**src/rtl/sram_axis_reader_pkg.sv**
```systemverilog
// Shared constants and FSM state encoding for the SRAM-to-AXI4-Stream drain engine.
package sram_axis_reader_pkg;

    localparam int unsigned MAX_ADDR_WIDTH = 10;
    localparam int unsigned NUM_SRAMS      = 4;
    localparam int unsigned SRAM_WIDTH_O   = 16;
    localparam int unsigned INT8_SIZE      = 8;

    typedef enum logic [1:0] {
        RD_IDLE,
        RD_READ,
        RD_DRAIN,
        RD_FIN
    } rd_state_t;

endpackage

```
**src/rtl/sram_rd_fifo.sv**
```systemverilog
// Two-entry first-word-fall-through register FIFO buffering SRAM read data.
module sram_rd_fifo #(
    parameter int unsigned WIDTH = 8
) (
    input  logic             clk,
    input  logic             rst,
    input  logic             push,
    input  logic [WIDTH-1:0] din,
    input  logic             pop,
    output logic [WIDTH-1:0] dout,
    output logic             empty,
    output logic             full,
    output logic [1:0]       count
);

    logic [WIDTH-1:0] head;
    logic [WIDTH-1:0] tail;
    logic [1:0]       cnt;
    logic             do_push;
    logic             do_pop;

    assign do_pop  = pop && (cnt != 2'd0);
    assign do_push = push && ((cnt != 2'd2) || do_pop);

    always_ff @(posedge clk) begin
        if (rst) begin
            head <= '0;
            tail <= '0;
            cnt  <= '0;
        end else begin
            case ({do_push, do_pop})
                2'b10: begin
                    if (cnt == 2'd0) head <= din;
                    else             tail <= din;
                    cnt <= cnt + 2'd1;
                end
                2'b01: begin
                    head <= tail;
                    cnt  <= cnt - 2'd1;
                end
                2'b11: begin
                    // Simultaneous push/pop keeps the count; new word lands behind the survivor.
                    if (cnt == 2'd1) begin
                        head <= din;
                    end else begin
                        head <= tail;
                        tail <= din;
                    end
                end
                default: ;
            endcase
        end
    end

    assign dout  = head;
    assign empty = (cnt == 2'd0);
    assign full  = (cnt == 2'd2);
    assign count = cnt;

endmodule

```
**src/rtl/sram_axis_reader.sv**
```systemverilog
// Streams `length` words from one SRAM bank out as an AXI4-Stream master with TLAST.
// Optional signed saturation of read data: define SRAM_AXIS_READER_SAT_EN.
module sram_axis_reader
    import sram_axis_reader_pkg::*;
#(
    parameter int unsigned C_AXIS_TDATA_WIDTH = 8,
    parameter int unsigned MAX_ADDR_WIDTH     = sram_axis_reader_pkg::MAX_ADDR_WIDTH,
    parameter int unsigned NUM_SRAMS          = sram_axis_reader_pkg::NUM_SRAMS,
    parameter int unsigned SRAM_WIDTH_O       = sram_axis_reader_pkg::SRAM_WIDTH_O
) (
    input  logic                          clk,
    input  logic                          rst,
    input  logic                          start,
    input  logic [NUM_SRAMS-1:0]          src_idx,
    input  logic [MAX_ADDR_WIDTH-1:0]     base_addr,
    input  logic [MAX_ADDR_WIDTH:0]       length,
    output logic                          sram_out_en,
    output logic [NUM_SRAMS-1:0]          sram_out_idx,
    output logic [MAX_ADDR_WIDTH-1:0]     sram_out_addr,
    input  logic [SRAM_WIDTH_O-1:0]       sram_out_data,
    output logic [C_AXIS_TDATA_WIDTH-1:0] m_axis_tdata,
    output logic                          m_axis_tvalid,
    input  logic                          m_axis_tready,
    output logic                          m_axis_tlast,
    output logic                          busy,
    output logic                          done
);

    localparam logic [MAX_ADDR_WIDTH-1:0] ADDR_ONE = MAX_ADDR_WIDTH'(1);
    localparam logic [MAX_ADDR_WIDTH:0]   CNT_ONE  = (MAX_ADDR_WIDTH + 1)'(1);

    rd_state_t state;
    rd_state_t state_next;

    logic [MAX_ADDR_WIDTH:0]       len_q;
    logic [MAX_ADDR_WIDTH:0]       req_cnt;
    logic [MAX_ADDR_WIDTH:0]       beat_cnt;
    logic [MAX_ADDR_WIDTH:0]       last_idx;
    logic [MAX_ADDR_WIDTH-1:0]     addr_q;
    logic [C_AXIS_TDATA_WIDTH-1:0] fifo_din;
    logic [C_AXIS_TDATA_WIDTH-1:0] fifo_dout;
    logic                          fifo_empty;
    logic                          fifo_full;
    logic [1:0]                    fifo_count;
    logic [2:0]                    occ;
    logic                          inflight;
    logic                          pop;
    logic                          room;
    logic                          accept;
    logic                          issue;

    // The registered request is the in-flight flag: its data is captured at the end of that cycle.
    assign inflight = sram_out_en;
    assign pop      = m_axis_tvalid & m_axis_tready;
    assign occ      = {1'b0, fifo_count} + {2'b00, inflight};
    assign room     = occ < (3'd2 + {2'b00, pop});
    assign last_idx = len_q - CNT_ONE;

    always_ff @(posedge clk) begin
        if (rst) state <= RD_IDLE;
        else     state <= state_next;
    end

    always_comb begin
        state_next = state;
        accept     = 1'b0;
        issue      = 1'b0;
        case (state)
            RD_IDLE: begin
                if (start) begin
                    accept = 1'b1;
                    if (length == '0) begin
                        state_next = RD_FIN;
                    end else begin
                        state_next = RD_READ;
                        issue      = 1'b1;
                    end
                end
            end
            RD_READ: begin
                if (req_cnt == len_q) state_next = RD_DRAIN;
                else                  issue      = room;
            end
            RD_DRAIN: begin
                if (pop && m_axis_tlast) state_next = RD_FIN;
            end
            RD_FIN:  state_next = RD_IDLE;
            default: state_next = RD_IDLE;
        endcase
    end

    always_ff @(posedge clk) begin
        if (rst) begin
            sram_out_en   <= 1'b0;
            sram_out_idx  <= '0;
            sram_out_addr <= '0;
            addr_q        <= '0;
            len_q         <= '0;
            req_cnt       <= '0;
            beat_cnt      <= '0;
            done          <= 1'b0;
        end else begin
            sram_out_en <= issue;
            done        <= (state == RD_FIN);
            if (accept) begin
                sram_out_idx  <= src_idx;
                sram_out_addr <= base_addr;
                addr_q        <= base_addr + ADDR_ONE;
                len_q         <= length;
                req_cnt       <= (length == '0) ? '0 : CNT_ONE;
                beat_cnt      <= '0;
            end else begin
                if (issue) begin
                    sram_out_addr <= addr_q;
                    addr_q        <= addr_q + ADDR_ONE;
                    req_cnt       <= req_cnt + CNT_ONE;
                end
                if (pop) beat_cnt <= beat_cnt + CNT_ONE;
            end
        end
    end

    always_ff @(posedge clk) begin
        if (!rst) assert (!(fifo_full && inflight && !pop));
    end

`ifdef SRAM_AXIS_READER_SAT_EN
    localparam int unsigned EXT = SRAM_WIDTH_O - C_AXIS_TDATA_WIDTH + 1;
    localparam logic signed [SRAM_WIDTH_O-1:0] SAT_MAX =
        {{EXT{1'b0}}, {(C_AXIS_TDATA_WIDTH - 1){1'b1}}};
    localparam logic signed [SRAM_WIDTH_O-1:0] SAT_MIN =
        {{EXT{1'b1}}, {(C_AXIS_TDATA_WIDTH - 1){1'b0}}};

    always_comb begin
        fifo_din = sram_out_data[C_AXIS_TDATA_WIDTH-1:0];
        if ($signed(sram_out_data) > SAT_MAX)
            fifo_din = {1'b0, {(C_AXIS_TDATA_WIDTH - 1){1'b1}}};
        else if ($signed(sram_out_data) < SAT_MIN)
            fifo_din = {1'b1, {(C_AXIS_TDATA_WIDTH - 1){1'b0}}};
    end
`else
    assign fifo_din = sram_out_data[C_AXIS_TDATA_WIDTH-1:0];
`endif

    sram_rd_fifo #(
        .WIDTH(C_AXIS_TDATA_WIDTH)
    ) u_fifo (
        .clk   (clk),
        .rst   (rst),
        .push  (inflight),
        .din   (fifo_din),
        .pop   (pop),
        .dout  (fifo_dout),
        .empty (fifo_empty),
        .full  (fifo_full),
        .count (fifo_count)
    );

    assign m_axis_tvalid = !fifo_empty;
    assign m_axis_tdata  = fifo_dout;
    assign m_axis_tlast  = !fifo_empty && (beat_cnt == last_idx);
    assign busy          = (state != RD_IDLE);

endmodule

```
**config.mk**
```make
export PLATFORM = sky130hd
export DESIGN_NAME = sram_axis_reader
export DESIGN_NICKNAME = d
export VERILOG_FILES = /design/src/rtl/sram_axis_reader_pkg.sv /design/src/rtl/sram_rd_fifo.sv /design/src/rtl/sram_axis_reader.sv
export SDC_FILE = /design/constraint.sdc
export NUM_CORES = 1
export LEC_CHECK = 0
export BUFFER_PORTS_ARGS = -buffer_cell sky130_fd_sc_hd__buf_2
export CAP_MARGIN = 20
export CORE_MARGIN = 2
export CORE_UTILIZATION = 61
export DETAILED_ROUTE_END_ITERATION = 8
export PLACE_DENSITY = 0.85
export SLEW_MARGIN = 20
export SYNTH_ARGS = -nofsm -noshare
export SYNTH_HDL_FRONTEND = slang
export SYNTH_SLANG_ARGS = --single-unit
export TNS_END_PERCENT = 30
```
**constraint.sdc**
```tcl
create_clock -name clk -period 5.1 [get_ports clk]
set_input_delay 1.02 -clock clk [delete_from_list [all_inputs] [get_ports clk]]
set_output_delay 1.02 -clock clk [all_outputs]
set_load 0.02 [all_outputs]
```
==> tab_implementation.tex <==
\begin{tabular}{lr}
\hline
Metric & Value \\
\hline
\multicolumn{2}{l}{\textbf{Clock network}} \\
Number of setup buffers added after CTS & 0 \\
TritonCTS Buffers & 9 \\
Hold-fix buffers at CTS & 0 \\
TritonCTS clock tree & done \\
Number of levels in the clock H-tree & 3 \\
Clock transition time at the flip-flop clock pins of the worst setup and hold paths & 0.09 ns \\
Cell at the root of the clock tree & clkbuf\_8 \\
Clk sinks & 79 \\
Bufs on Longest Clock Path & 2 \\
CTS resizes & 0 \\
Skew-Pair Late Insertion Delay & 0.36 ns \\
\multicolumn{2}{l}{\textbf{Pwr}} \\
P\_leak & 2.02 nW \\
Pwr per Cell Area & $\sim$520 nW/um\^{}2 \\
Worst VDD drop & 0.000301 V \\
Total chip power & 2.49 mW \\
\multicolumn{2}{l}{\textbf{Synth}} \\
Count of distinct cell types in the synthesized netlist & 54 \\
Synth Area per Inst & 8.16 um\^{}2 \\
Commonest register cell after synthesis & dfxtp\_1 \\
Synthesized instance count & 528 \\
Count of flip-flops with a built-in enable after synthesis & 0 \\
Synth Register Bits & 79 \\
Fraction of registers with async set or reset after synthesis & 0\% \\
Number of nets produced by synthesis & 587 \\
Count of warnings emitted by yosys & 0 \\
Sequential fraction of the synthesis area & between 30\% and 40\% \\
Post-synthesis instance area & 4310 um\^{}2 \\
\multicolumn{2}{l}{\textbf{Critical path}} \\
Worst setup SP type & register \\
Worst Setup Path Type & reg -> out \\
Arrival time worst endpoint & 2.79 ns \\
Crit-path max FO & 10 \\
Type of destination of the critical path & primary output \\
Required time of the critical path & 4.08 ns \\
\multicolumn{2}{l}{\textbf{Routing}} \\
Initial drt markers & 279 \\
DR WL met3 & around 420 um \\
Post-route DRC & 0 \\
Detailed-route wire length on metal 1 & approximately 4400 um \\
Antenna viol nets, final & 0 \\
Total length of routed met2 wires & 5160 um \\
Average via count per standard cell & 5.78 \\
Wirelength per Cell & about 15 um \\
Total detailed-routing wirelength & 10100 um \\
Top routing layer in use & met4 \\
Number of search-and-repair iterations in the first detailed-routing pass & 4 \\
Detailed-route via count & roughly 4000 \\
\multicolumn{2}{l}{\textbf{STA}} \\
RSZ-0062 raised after global routing & false \\
Setup total negative slack & 0 ns \\
Final Cycle Share & 74.7\% \\
Time the final worst path needs with I/O delays and setup & between 3 and 4 ns \\
Total setup violations reported at the end of the flow & 0 \\
Slew @ Worst Pin & 0.801 ns \\
Final Hold Violating Endpoints & 0 \\
Clock skew after layout & approximately 0.0099 ns \\
Count of final max-slew check failures & 0 \\
Highest clock frequency the design can meet & 262 MHz \\
Max-slew headroom & 46.6\% \\
\multicolumn{2}{l}{\textbf{GRT}} \\
Initial antenna violation count & 0 \\
Via count of the first global-routing pass & 3797 \\
Global routing usage summed across all routing layers & 27.5\% \\
Global-route wire length before repair & 16900 um \\
Largest net degree at the start of global routing & 66 \\
Total congestion overflow after global routing & 0 \\
\multicolumn{2}{l}{\textbf{Floorplan}} \\
Die extent in x & 88.0 um \\
Vertical die dimension & 88.0 um \\
Die Footprint & 7750 um\^{}2 \\
Boundary pin count & 72 \\
Row cnt & 30 \\
Core ar. & 6830 um\^{}2 \\
Starting utilization of the core area & 63.0\% \\
\multicolumn{2}{l}{\textbf{Cells and area}} \\
Fill cell count & 550 \\
Antenna diode count & 0 \\
Share of final-layout standard cells stronger than drive strength 1 & 15.7\% \\
Final layout net count & 633 \\
Final cell utilization of the core & a little over two thirds \\
Area growth from synthesis to layout & 12.1\% \\
\multicolumn{2}{l}{\textbf{Placement}} \\
Placed wire-length estimate & 7330 um \\
Number of port buffers & 63 \\
Weighted congestion reported at the end of routability-driven placement & around 0.88 \\
\multicolumn{2}{l}{\textbf{Worst hold path}} \\
Type of the worst min-delay path & reg -> reg \\
\multicolumn{2}{l}{\textbf{Run}} \\
Max-Cap Viols & 0 \\
\multicolumn{2}{l}{\textbf{Status}} \\
Outcome & completed \\
\hline
\end{tabular}
==> kinds of logic after synthesis <==
group                    count (synthesis)  synth area share, %
adder cells (fa/ha/maj)                 14                 4.07
AO/OA/AOI/OAI                           97                 15.1
flip-flops                              79                 36.7
XOR/XNOR                                46                 9.36
multiplexers                            22                 5.11
AND/OR/NAND/NOR                        221                 25.1
buffers and inverters                   49                 4.62
==> synthesized netlist by cell type (all sizes together) (5+ instances only) <==
library cell	instances	area, um^2
nand3	15	75.1
clkbuf	22	82.6
a311oi	6	52.6
nor4	7	58.8
nor2	56	210
o21ai	15	75.1
xor2	18	158
a21boi	5	37.5
and3	13	81.3
xnor2	28	245
nand2b	6	37.5
or3	7	43.8
buf	11	56.3
ha	14	175
nand2	68	255
a21oi	29	145
nand4	13	81.3
mux2i	22	220
dfxtp	79	1580
nor3	17	90.1
a211oi	18	135
inv	16	60.1
==> power by group <==
part | total (mW) | switching (mW) | leakage (nW) | internal, mW
combinational | 1.15 | 0.730 | 1.28 | 0.423
sequential | 0.895 | 0.134 | 0.646 | 0.761
clock | 0.446 | 0.249 | 0.0939 | 0.197
==> stage by stage <==
stage | hold WS, ns | setup WS [ns] | area [um^2] | instances
floorplan | 0.428 | 2.11 | 4310 | 528
global placement | 0.438 | 1.69 | 4630 | 658
detailed placement | 0.444 | 1.56 | 4630 | 658
CTS | 0.457 | 1.31 | 4820 | 674
global route | 0.471 | 1.19 | 4830 | 675
finish | 0.454 | 1.29 | 4830 | 675
==> final timing paths <==
check / from / endpoint / slack, ns / depth (start not counted)
worst min register to register: addr_q[6] / addr_q[6] / 0.45 / 2
worst max-delay path: len_q[2] / m_axis_tlast / 1.29 / 6
worst max register to register: state[0] / addr_q[8] / 1.84 / 12
worst min-delay path: addr_q[6] / addr_q[6] / 0.45 / 2
==> registers in the layout, indices dropped and copies added, names as in the netlist <==
signal         cells
len_q             11
addr_q            10
beat_cnt          11
req_cnt           11
u_fifo.count       2
u_fifo.dout        8
sram_out_idx       4
u_fifo.tail        8
state              2
sram_out_addr     10
sram_out_en        1
done               1
==> cell usage in the layout (no fill, tap or decap), types with 14 or more instances in the layout <==
master,netlist,layout
mux2i_1,22,22
nor3_1,16,16
nand2_1,68,68
ha_1,14,14
a21oi_1,29,29
nor2_1,56,56
a211oi_1,18,18
xnor2_1,28,28
dfxtp_1,79,79
buf_2,6,63
nand3_1,15,15
xor2_1,18,18
inv_1,16,16
==> per-layer routing <==
layer	vias up	GRT usage [%]
met5	-	0
met4	0	12.7
met3	11	4.52
met2	99	46.8
met1	1848	34.1
li1	1945	-
==> worst max-delay path, cell delays in order (launching register included) <==
cell and delay (ns):
dfxtp_1 0.45, or4_4 0.61, nor4_1 0.28, xor2_1 0.12, o31ai_1 0.54, and3_1 0.27, buf_2 0.17
==> area by class of cell <==
type / count / area, um^2 / area share [%]
multi-input cells: 400 / 2530 / 52.3
flip-flops and latches: 79 / 1580 / 32.7
inverters: 16 / 60.1 / 1.24
clock buffers: 10 / 138 / 2.85
repair buffers: 68 / 353 / 7.31
clock inverters: 6 / 51.3 / 1.06
well taps: 96 / 120 / 2.49
Power figures use the tool's default switching activity.
